<file path="config.mk">
export PLATFORM = sky130hd
export DESIGN_NAME = vga_fb_arbiter
export DESIGN_NICKNAME = d
export VERILOG_FILES = /design/src/rtl/vga_fb_pkg.sv /design/src/rtl/vga_fb_wfifo.sv /design/src/rtl/vga_fb_arbiter.sv
export SDC_FILE = /design/constraint.sdc
export NUM_CORES = 1
export LEC_CHECK = 0
export BUFFER_PORTS_ARGS = -buffer_cell sky130_fd_sc_hd__buf_2
export CORE_MARGIN = 8
export CORE_UTILIZATION = 45
export CTS_CLUSTER_SIZE = 40
export DETAILED_ROUTE_END_ITERATION = 16
export PLACE_DENSITY = 0.68
export SYNTH_ARGS = -nofsm -noshare
export SYNTH_HDL_FRONTEND = slang
export SYNTH_SLANG_ARGS = --single-unit
</file>
<file path="constraint.sdc">
create_clock -name clk -period 3.8 [get_ports clk]
set_input_delay 0 -clock clk [delete_from_list [all_inputs] [get_ports clk]]
set_output_delay 0 -clock clk [all_outputs]
set_load 0.02 [all_outputs]
</file>
<file path="src/rtl/vga_fb_pkg.sv">
// ============================================================================
// Module   : vga_fb_pkg
// Purpose  : Shared constants and types for the frame-buffer arbiter.
// Revision : 1.0 - initial release
// ============================================================================
`default_nettype none

package vga_fb_pkg;

  localparam int ADDR_W  = 17;
  localparam int DATA_W  = 12;
  localparam int FB_SIZE = 76800;

  typedef logic [11:0] pixel_t;

  typedef enum logic [1:0] {
    IDLE  = 2'd0,
    DRAIN = 2'd1,
    CLEAR = 2'd2
  } fsm_t;

endpackage

`default_nettype wire

</file>
<file path="src/rtl/vga_fb_wfifo.sv">
// ============================================================================
// Module   : vga_fb_wfifo
// Purpose  : Small synchronous FIFO holding pending {addr, data} pixel writes.
// Revision : 1.0 - initial release
// ============================================================================
`default_nettype none

module vga_fb_wfifo
  import vga_fb_pkg::*;
#(
  parameter int WIDTH = 29,
  parameter int DEPTH = 4,
  localparam int PW   = $clog2(DEPTH) + 1
) (
  input  logic             clk,
  input  logic             rst_n,
  input  logic             i_push,
  input  logic [WIDTH-1:0] i_wdata,
  input  logic             i_pop,
  output logic [WIDTH-1:0] o_rdata,
  output logic             o_full,
  output logic             o_empty,
  output logic [PW-1:0]    o_count
);

  logic [WIDTH-1:0] r_mem [DEPTH];
  logic [PW-1:0]    r_wptr;
  logic [PW-1:0]    r_rptr;

  // Extra pointer MSB distinguishes full from empty when the indices match.
  always_ff @(posedge clk or negedge rst_n) begin
    if (!rst_n) begin
      r_wptr <= '0;
      r_rptr <= '0;
    end else begin
      if (i_push) r_wptr <= r_wptr + 1'b1;
      if (i_pop)  r_rptr <= r_rptr + 1'b1;
    end
  end

  always_ff @(posedge clk) begin
    if (i_push) r_mem[r_wptr[PW-2:0]] <= i_wdata;
  end

  assign o_rdata = r_mem[r_rptr[PW-2:0]];
  assign o_count = r_wptr - r_rptr;
  assign o_empty = (r_wptr == r_rptr);
  assign o_full  = (o_count == PW'(DEPTH));

endmodule

`default_nettype wire

</file>
<file path="src/rtl/vga_fb_arbiter.sv">
// ============================================================================
// Module   : vga_fb_arbiter
// Purpose  : Shares one frame-buffer RAM port between scanout, writes and clear.
// Revision : 1.0 - initial release
// ============================================================================
`default_nettype none

module vga_fb_arbiter #(
  parameter int ADDR_W    = vga_fb_pkg::ADDR_W,
  parameter int DATA_W    = vga_fb_pkg::DATA_W,
  parameter int FB_SIZE   = vga_fb_pkg::FB_SIZE,
  parameter int WF_DEPTH  = 4,
  parameter int STALL_MAX = 1023
) (
  input  logic              clk,
  input  logic              rst_n,
  input  logic              i_sc_req,
  input  logic [ADDR_W-1:0] i_sc_addr,
  output logic [DATA_W-1:0] o_sc_data,
  output logic              o_sc_valid,
  input  logic              i_wr_valid,
  output logic              o_wr_ready,
  input  logic [ADDR_W-1:0] i_wr_addr,
  input  logic [DATA_W-1:0] i_wr_data,
  input  logic              i_clr_start,
  input  logic [DATA_W-1:0] i_clr_color,
  output logic              o_clr_busy,
  output logic              o_wr_stall,
  output logic              o_mem_en,
  output logic              o_mem_we,
  output logic [ADDR_W-1:0] o_mem_addr,
  output logic [DATA_W-1:0] o_mem_wdata,
  input  logic [DATA_W-1:0] i_mem_rdata
);

  import vga_fb_pkg::*;

  localparam int FW = ADDR_W + DATA_W;
  localparam int PW = $clog2(WF_DEPTH) + 1;
  localparam int SW = $clog2(STALL_MAX + 1);

  fsm_t              r_state;
  fsm_t              w_state_nxt;
  logic [ADDR_W-1:0] r_clr_cnt;
  logic [DATA_W-1:0] r_clr_color;
  logic              r_sc_valid;
  logic              r_clr_busy;
  logic              r_rdy_en;
  logic [SW-1:0]     r_stall_cnt;

  logic              w_push;
  logic              w_pop;
  logic              w_full;
  logic              w_empty;
  logic [PW-1:0]     w_count;
  logic [FW-1:0]     w_head;
  logic              w_grant_clr;
  logic              w_clr_last;

  vga_fb_wfifo #(
    .WIDTH (FW),
    .DEPTH (WF_DEPTH)
  ) u_wfifo (
    .clk     (clk),
    .rst_n   (rst_n),
    .i_push  (w_push),
    .i_wdata ({i_wr_addr, i_wr_data}),
    .i_pop   (w_pop),
    .o_rdata (w_head),
    .o_full  (w_full),
    .o_empty (w_empty),
    .o_count (w_count)
  );

  // Scanout always wins; clear beats queued writes.
  assign w_grant_clr = !i_sc_req && (r_state == CLEAR);
  assign w_pop       = !i_sc_req && (r_state != CLEAR) && !w_empty;
  assign w_clr_last  = (r_clr_cnt == ADDR_W'(FB_SIZE - 1));
  assign o_wr_ready  = r_rdy_en && !w_full && (r_state == IDLE);
  assign w_push      = i_wr_valid && o_wr_ready;

  always_comb begin
    w_state_nxt = r_state;
    case (r_state)
      IDLE: begin
        if (i_clr_start) w_state_nxt = w_empty ? CLEAR : DRAIN;
      end
      DRAIN: begin
        if (w_empty || (w_pop && (w_count == PW'(1)))) w_state_nxt = CLEAR;
      end
      CLEAR: begin
        if (w_grant_clr && w_clr_last) w_state_nxt = IDLE;
      end
      default: w_state_nxt = IDLE;
    endcase
  end

  always_comb begin
    o_mem_en    = 1'b0;
    o_mem_we    = 1'b0;
    o_mem_addr  = '0;
    o_mem_wdata = '0;
    if (i_sc_req) begin
      o_mem_en   = 1'b1;
      o_mem_addr = i_sc_addr;
    end else if (w_grant_clr) begin
      o_mem_en    = 1'b1;
      o_mem_we    = 1'b1;
      o_mem_addr  = r_clr_cnt;
      o_mem_wdata = r_clr_color;
    end else if (w_pop) begin
      o_mem_en    = 1'b1;
      o_mem_we    = 1'b1;
      o_mem_addr  = w_head[FW-1:DATA_W];
      o_mem_wdata = w_head[DATA_W-1:0];
    end
  end

  always_ff @(posedge clk or negedge rst_n) begin
    if (!rst_n) begin
      r_state     <= IDLE;
      r_clr_busy  <= 1'b0;
      r_clr_cnt   <= '0;
      r_clr_color <= '0;
      r_sc_valid  <= 1'b0;
      r_rdy_en    <= 1'b0;
      r_stall_cnt <= '0;
    end else begin
      r_state    <= w_state_nxt;
      r_clr_busy <= (w_state_nxt != IDLE);
      r_sc_valid <= i_sc_req;
      r_rdy_en   <= 1'b1;

      if ((r_state == IDLE) && i_clr_start) begin
        r_clr_color <= i_clr_color;
        r_clr_cnt   <= '0;
      end else if (w_grant_clr) begin
        r_clr_cnt <= w_clr_last ? '0 : r_clr_cnt + 1'b1;
      end

      // Starvation age of the FIFO head, saturating.
      if (w_empty || w_pop) begin
        r_stall_cnt <= '0;
      end else if (r_stall_cnt != SW'(STALL_MAX)) begin
        r_stall_cnt <= r_stall_cnt + 1'b1;
      end
    end
  end

  assign o_sc_valid = r_sc_valid;
  assign o_sc_data  = i_mem_rdata;
  assign o_clr_busy = r_clr_busy;
  assign o_wr_stall = (r_stall_cnt == SW'(STALL_MAX));

endmodule

`default_nettype wire

</file>
* Yosys cells after proc, flatten, opt, wreduce, memory -nomap -nowiden
Memories as Yosys holds them, arrays and structs flattened. Index checks and enable logic that the tools add are counted. W data, S select, Z words.
Word-level totals: bits in registers 50, memory bits (writable) 116, bits of input ports 75, output and inout port bits 47, word-level logic and storage cells 64, memories 1
Memories:
- u_wfifo.r_mem | depth 4, width 29, read ports 1, clocked after memory_dff 0, write ports 1, line vga_fb_wfifo.sv:26 | logic [WIDTH-1:0] r_mem [DEPTH];
Cells by class: add/sub/neg operators 5, equal/unequal tests 9, mux-type cells 22, reduce and logical (&&, ||, !) cells 18
Operator list (number):
- $mux W17 | 6
- $mux W12 | 3
- $mux W10 | 2
- $add A17 B1 Y17 const B | 1
- $eq A17 B17 Y1 const B | 1
- $add A10 B1 Y10 const B | 1
- $eq A10 B10 Y1 const B | 1
- $ne A10 B10 Y1 const B | 1
- $logic_and A1 B1 Y1 | 9
- $mux W2 | 4
- $add A3 B1 Y3 const B | 2
- $mux W1 | 6
- $pmux W2 S3 | 1
- $reduce_bool A2 Y1 | 3
- $eq A3 B1 Y1 const B | 1
- $eq A3 B3 Y1 | 1
- $eq A3 B3 Y1 const B | 1
- $logic_not A1 Y1 | 3
- $sub A3 B3 Y3 | 1
- $eq A2 B1 Y1 const B | 1
- $eq A2 B2 Y1 const B | 1
- $logic_not A2 Y1 | 1
- $logic_or A1 B1 Y1 | 2
- $ne A2 B2 Y1 const B | 1

* Logic depth before layout (Yosys ltp)
word-level depth 8, depth in mapped cells 7, mapped depth without buffers 7

* Hierarchy
From an unflattened synthesis, not the netlist that was laid out.
Second synthesis, totals: cells, all modules 523, area total of the unflattened synthesis 7425.9 µm²
Modules (own cells, without submodules):
- vga_fb_wfifo | times used 1, cells an instance 189, area an instance 4593.2 µm², seq. area each 3633.5 µm²
- vga_fb_arbiter | times used 1, cells an instance 334, area an instance 2832.7 µm², seq. area each 1101.1 µm²

* Worst setup path after synthesis
OpenSTA, ideal clock, no wires.
path kind reg2reg, from reg u_wfifo.r_wptr[0], to mem u_wfifo.r_mem[3][0] (enable), setup time 390 ps, data arrival time 2671 ps, data required time 3410 ps, slack 738 ps, stages on the path, launching flop included 7, buffers on the path 0, period minus slack after synthesis 3062 ps, path through dfrtp_1 > inv_1 > ha_1 > fa_1 > xor3_1 > a31oi_1 > and3_1
On the way: longest elaborated chain between the ends 8
Ends and longest elaborated chain:
- from (decl) | line vga_fb_wfifo.sv:27 | logic [PW-1:0] r_wptr;
- from (signal assigned) | line vga_fb_wfifo.sv:36 | if (i_push) r_wptr <= r_wptr + 1'b1;
- $sub A3 B3 Y3 | line vga_fb_wfifo.sv:46 | assign o_count = r_wptr - r_rptr;
- $eq A3 B3 Y1 | line vga_fb_wfifo.sv:48 | assign o_full = (o_count == PW'(DEPTH));
- $logic_not A1 Y1 | line vga_fb_arbiter.sv:79 | assign o_wr_ready = r_rdy_en && !w_full && (r_state == IDLE);
- $logic_and A1 B1 Y1 (2 in a row) | line vga_fb_arbiter.sv:79
- via o_wr_ready | line vga_fb_arbiter.sv:22 | output logic o_wr_ready,
- $logic_and A1 B1 Y1 | line vga_fb_arbiter.sv:80 | assign w_push = i_wr_valid && o_wr_ready;
- $mux W1 | line vga_fb_wfifo.sv:42 | if (i_push) r_mem[r_wptr[PW-2:0]] <= i_wdata;
- $mux W1 (not written as such) | line vga_fb_wfifo.sv:42
- to (decl) | line vga_fb_wfifo.sv:26
The timed path passes the listed nets, and every way through them passes these cells.

* Worst setup path after layout
from reg u_wfifo.r_wptr[0], to mem u_wfifo.r_mem[0][5] (enable)
On the way: longest elaborated chain between the ends 8
Ends and longest elaborated chain (line):
- $sub A3 B3 Y3 | vga_fb_wfifo.sv:46
- $eq A3 B3 Y1 | vga_fb_wfifo.sv:48
- $logic_not A1 Y1 | vga_fb_arbiter.sv:79
- $logic_and A1 B1 Y1 (2 in a row) | vga_fb_arbiter.sv:79
- $logic_and A1 B1 Y1 | vga_fb_arbiter.sv:80
- $mux W1 | vga_fb_wfifo.sv:42
- $mux W1 (not written as such) | vga_fb_wfifo.sv:42
Parallel ways exist; a longest one is shown, timed or not.

==> reports/metrics.yaml <==
cts_num_sinks: 166
numCtsBuffers: 17
fin_crit_sh_pct: 78.1
leakage_nw: 3.45
critPathLaunchType: "flop"
fp.dieArea_mm2: 0.0206
diodes: 0
r2r_slack_ns: 0.83
final_design_area_no_fill_mm2: 0.00898
cts_tree: "done"
port_buffers: 97
tns_ns: 0
clk_latency_ns: 0.42
synthDistinctLibCells: 57
grtUsageTotal_pct: 16.6
ys_seq_area_share_pct: 64.8
clk_path_buf_depth: 2
cp_num_buf_inv: 2
grt_overflow: 0
via_per_inst: 5.44
grt_max_degree: 51
clkPwrFrac_pct: 27.2
grt_pass1_wl_um: 25900
p_switching_mw: 2.03
setup_viol: 0
max_freq_mhz: 337
avgRoutedWirePerCell_um: 18.9
grt_pass1_vias: 4885
period_needed_ns: 2.97
combPwrFrac_pct: 33.7
synth_edf_count: 116
drive_gt1_share_pct: 27.0
synth_flop_cell: "edfxtp_1"
cts_resized: 0
ctsRootBufferMaster: "clkbuf_16"
ant_nets: 0
syn_nets: 598
maxSlewViolCount: 0
hp-class: "in -> out"
rsz0062_at_grt: "no"
firstDrtPassIters: 5
hold_slack_ns: 0.00000881
drtIter0Drc: 403
core_area_mm2: 0.0159
ys_ff_latch: 166
power_mw: 5.96
cpLargestDelayFamily: "simple AND/OR/NAND/NOR gates"
finalHoldViolCount: 0
setup_ws_ns: 0.831
async_flop_share_pct: 30.1
pre_cts_ws_ns: 0.840
syn_inst: 513
cap_violations: 0
clk_pin_slew_worst_paths_ns: 0.06
n_fill_cell: 1304
routed_wl_um: 16600
die_w_um: 143
crit_chain: "inv_1, ha_1, fa_1, xor3_1, a31oi_1, and3_1, buf_12"
pin_count: 122
slew_headroom_pct: 36.5
status: "finished clean"
tightest_slew_ns: 0.953
critPathKind: "reg -> reg"
p_per_area_mw_per_mm2: 664
rows: 46
post_dp_cell_area_mm2: 0.00798
vias: 4783
antenna_found_initial: 0
internal_power_mw: 3.93
critPathArrivalTime_ns: 3.10
yosys_warnings: 0
worst_setup_path_end_kind: "flop"
seq_power_share_pct: 39.2
max_stage_delay_ns: 0.68
instances_no_fill: 879
vdd_drop_max_mv: 0.420
place_hpwl_um: 11000
nets: 735
drc_errors: 0
cts_max_level: 4
fp.dieH_um: 143
crit_required_ns: 3.93
cp_max_fo: 18
placed_cells: 803
place_congestion: 0.812
syn-cell-area_mm2: 0.00731
area_growth_pct: 22.8
power_switching_share_pct: 34.1
syn-mean-instance-area_um2: 14.3
final_core_util_pct: 56.5
cp_slowest_cell: "and3_1"
start_util_pct: 46.0
finClkSkew_ns: 0.00589
## cell usage after synthesis (5+ instances only)
| cell type | number | area [um^2] |
|---|---|---|
| nor2_1 | 20 | 75.1 |
| nand4_1 | 5 | 31.3 |
| a21oi_1 | 9 | 45.0 |
| a22oi_1 | 17 | 128 |
| inv_1 | 6 | 22.5 |
| xor2_1 | 8 | 70.1 |
| clkbuf_1 | 18 | 67.6 |
| mux4_2 | 29 | 653 |
| mux2i_1 | 5 | 50.1 |
| a22o_1 | 13 | 114 |
| nor2b_1 | 6 | 37.5 |
| nand2_1 | 74 | 278 |
| o21ai_0 | 27 | 135 |
| buf_4 | 12 | 90.1 |
| nand3_1 | 12 | 60.1 |
| xnor2_1 | 5 | 43.8 |
| and3_1 | 7 | 43.8 |
| nand2b_1 | 5 | 31.3 |
| dfrtp_1 | 50 | 1250 |
| a31oi_1 | 6 | 37.5 |
| edfxtp_1 | 116 | 3480 |
| ha_1 | 9 | 113 |
## cell families after synthesis
| family | after synthesis | share of synthesized area, % |
|---|---|---|
| AND/OR/NAND/NOR | 156 | 10.4 |
| XOR/XNOR | 14 | 1.88 |
| flip-flops | 166 | 64.8 |
| other | 1 | 0.0513 |
| multiplexers | 35 | 9.77 |
| AO/OA/AOI/OAI | 91 | 8.59 |
| adder cells (fa/ha/maj) | 10 | 1.81 |
| buffers and inverters | 40 | 2.77 |
## what timing repair did
| action | 4_1_cts | 5_1_grt |
|---|---|---|
| setup buffers | 0 | 0 |
| hold endpoints to repair | 182 | 0 |
| hold buffers | 44 | 0 |
## metal layers
metal  GRT usage [%]  up-vias  wire, um
met1            19.9     2403      6840
met2            28.2      140      8570
li1                -     2222         -
met5               0        -         0
met3            4.35       18       936
met4            6.20        0       289
## area by class of cell
cell class / count / area [um^2] / share of cell area, %
Inverter: 6 / 22.5 / 0.251
Sequential cell: 166 / 4740 / 52.7
Tap cell: 216 / 270 / 3.01
Clock buffer: 19 / 433 / 4.82
Clock inverter: 13 / 125 / 1.39
Multi-Input combinational cell: 307 / 2370 / 26.4
Timing Repair Buffer: 152 / 1020 / 11.4
## registers in the layout (all words and copies together) (netlist names)
name / cells
r_stall_cnt: 10
u_wfifo.r_rptr: 3
u_wfifo.r_mem: 116
o_clr_busy: 1
r_clr_color: 12
o_sc_valid: 1
r_clr_cnt: 17
r_rdy_en: 1
r_state: 2
u_wfifo.r_wptr: 3
## power groups by stage
stage / Clock, mW / Sequential, mW / Combinational (mW)
6_report: 1.62 / 2.34 / 2.01
5_1_grt: 1.72 / 2.36 / 2.18
4_1_cts: 1.65 / 2.33 / 2.03
3_5_place_dp: 0 / 2.37 / 1.99
3_3_place_gp: 0 / 2.35 / 1.96
2_1_floorplan: 0 / 2.33 / 1.40
## path summary, 6_finish.rpt
path                              startpoint                   to  cells past startpoint
setup / recovery           u_wfifo.r_wptr[0]  u_wfifo.r_mem[0][5]                      7
setup reg to reg           u_wfifo.r_wptr[0]  u_wfifo.r_mem[0][5]                      7
min in group asynchronous              rst_n       r_clr_color[2]                      3
hold reg to reg               r_clr_color[6]       r_clr_color[6]                      2
max in group asynchronous              rst_n    u_wfifo.r_rptr[0]                      3
hold / removal                i_mem_rdata[0]         o_sc_data[0]                      0
## placed cells by master (no fill, tap or decap), types with 3 or more instances in the layout
| master | count |
|---|---|
| buf_2 | 97 |
| inv_1 | 6 |
| or3b_2 | 3 |
| nand3_1 | 12 |
| ha_1 | 9 |
| nand2b_1 | 5 |
| dfrtp_1 | 49 |
| o21ai_0 | 27 |
| mux2i_1 | 5 |
| nand4_1 | 5 |
| edfxtp_1 | 116 |
| xnor2_1 | 5 |
| nor4_1 | 4 |
| nand2_1 | 74 |
| buf_4 | 10 |
| nor2_1 | 20 |
| a22o_1 | 13 |
| a31oi_1 | 6 |
| nor2b_1 | 6 |
| and3_1 | 7 |
| a22oi_1 | 17 |
| dlygate4sd3_1 | 44 |
| xor2_1 | 8 |
| mux4_2 | 29 |
| clkinvlp_4 | 5 |
| or3_1 | 4 |
| o211ai_1 | 4 |
| a21oi_1 | 9 |
| clkbuf_16 | 17 |
Power figures use the tool's default switching activity.
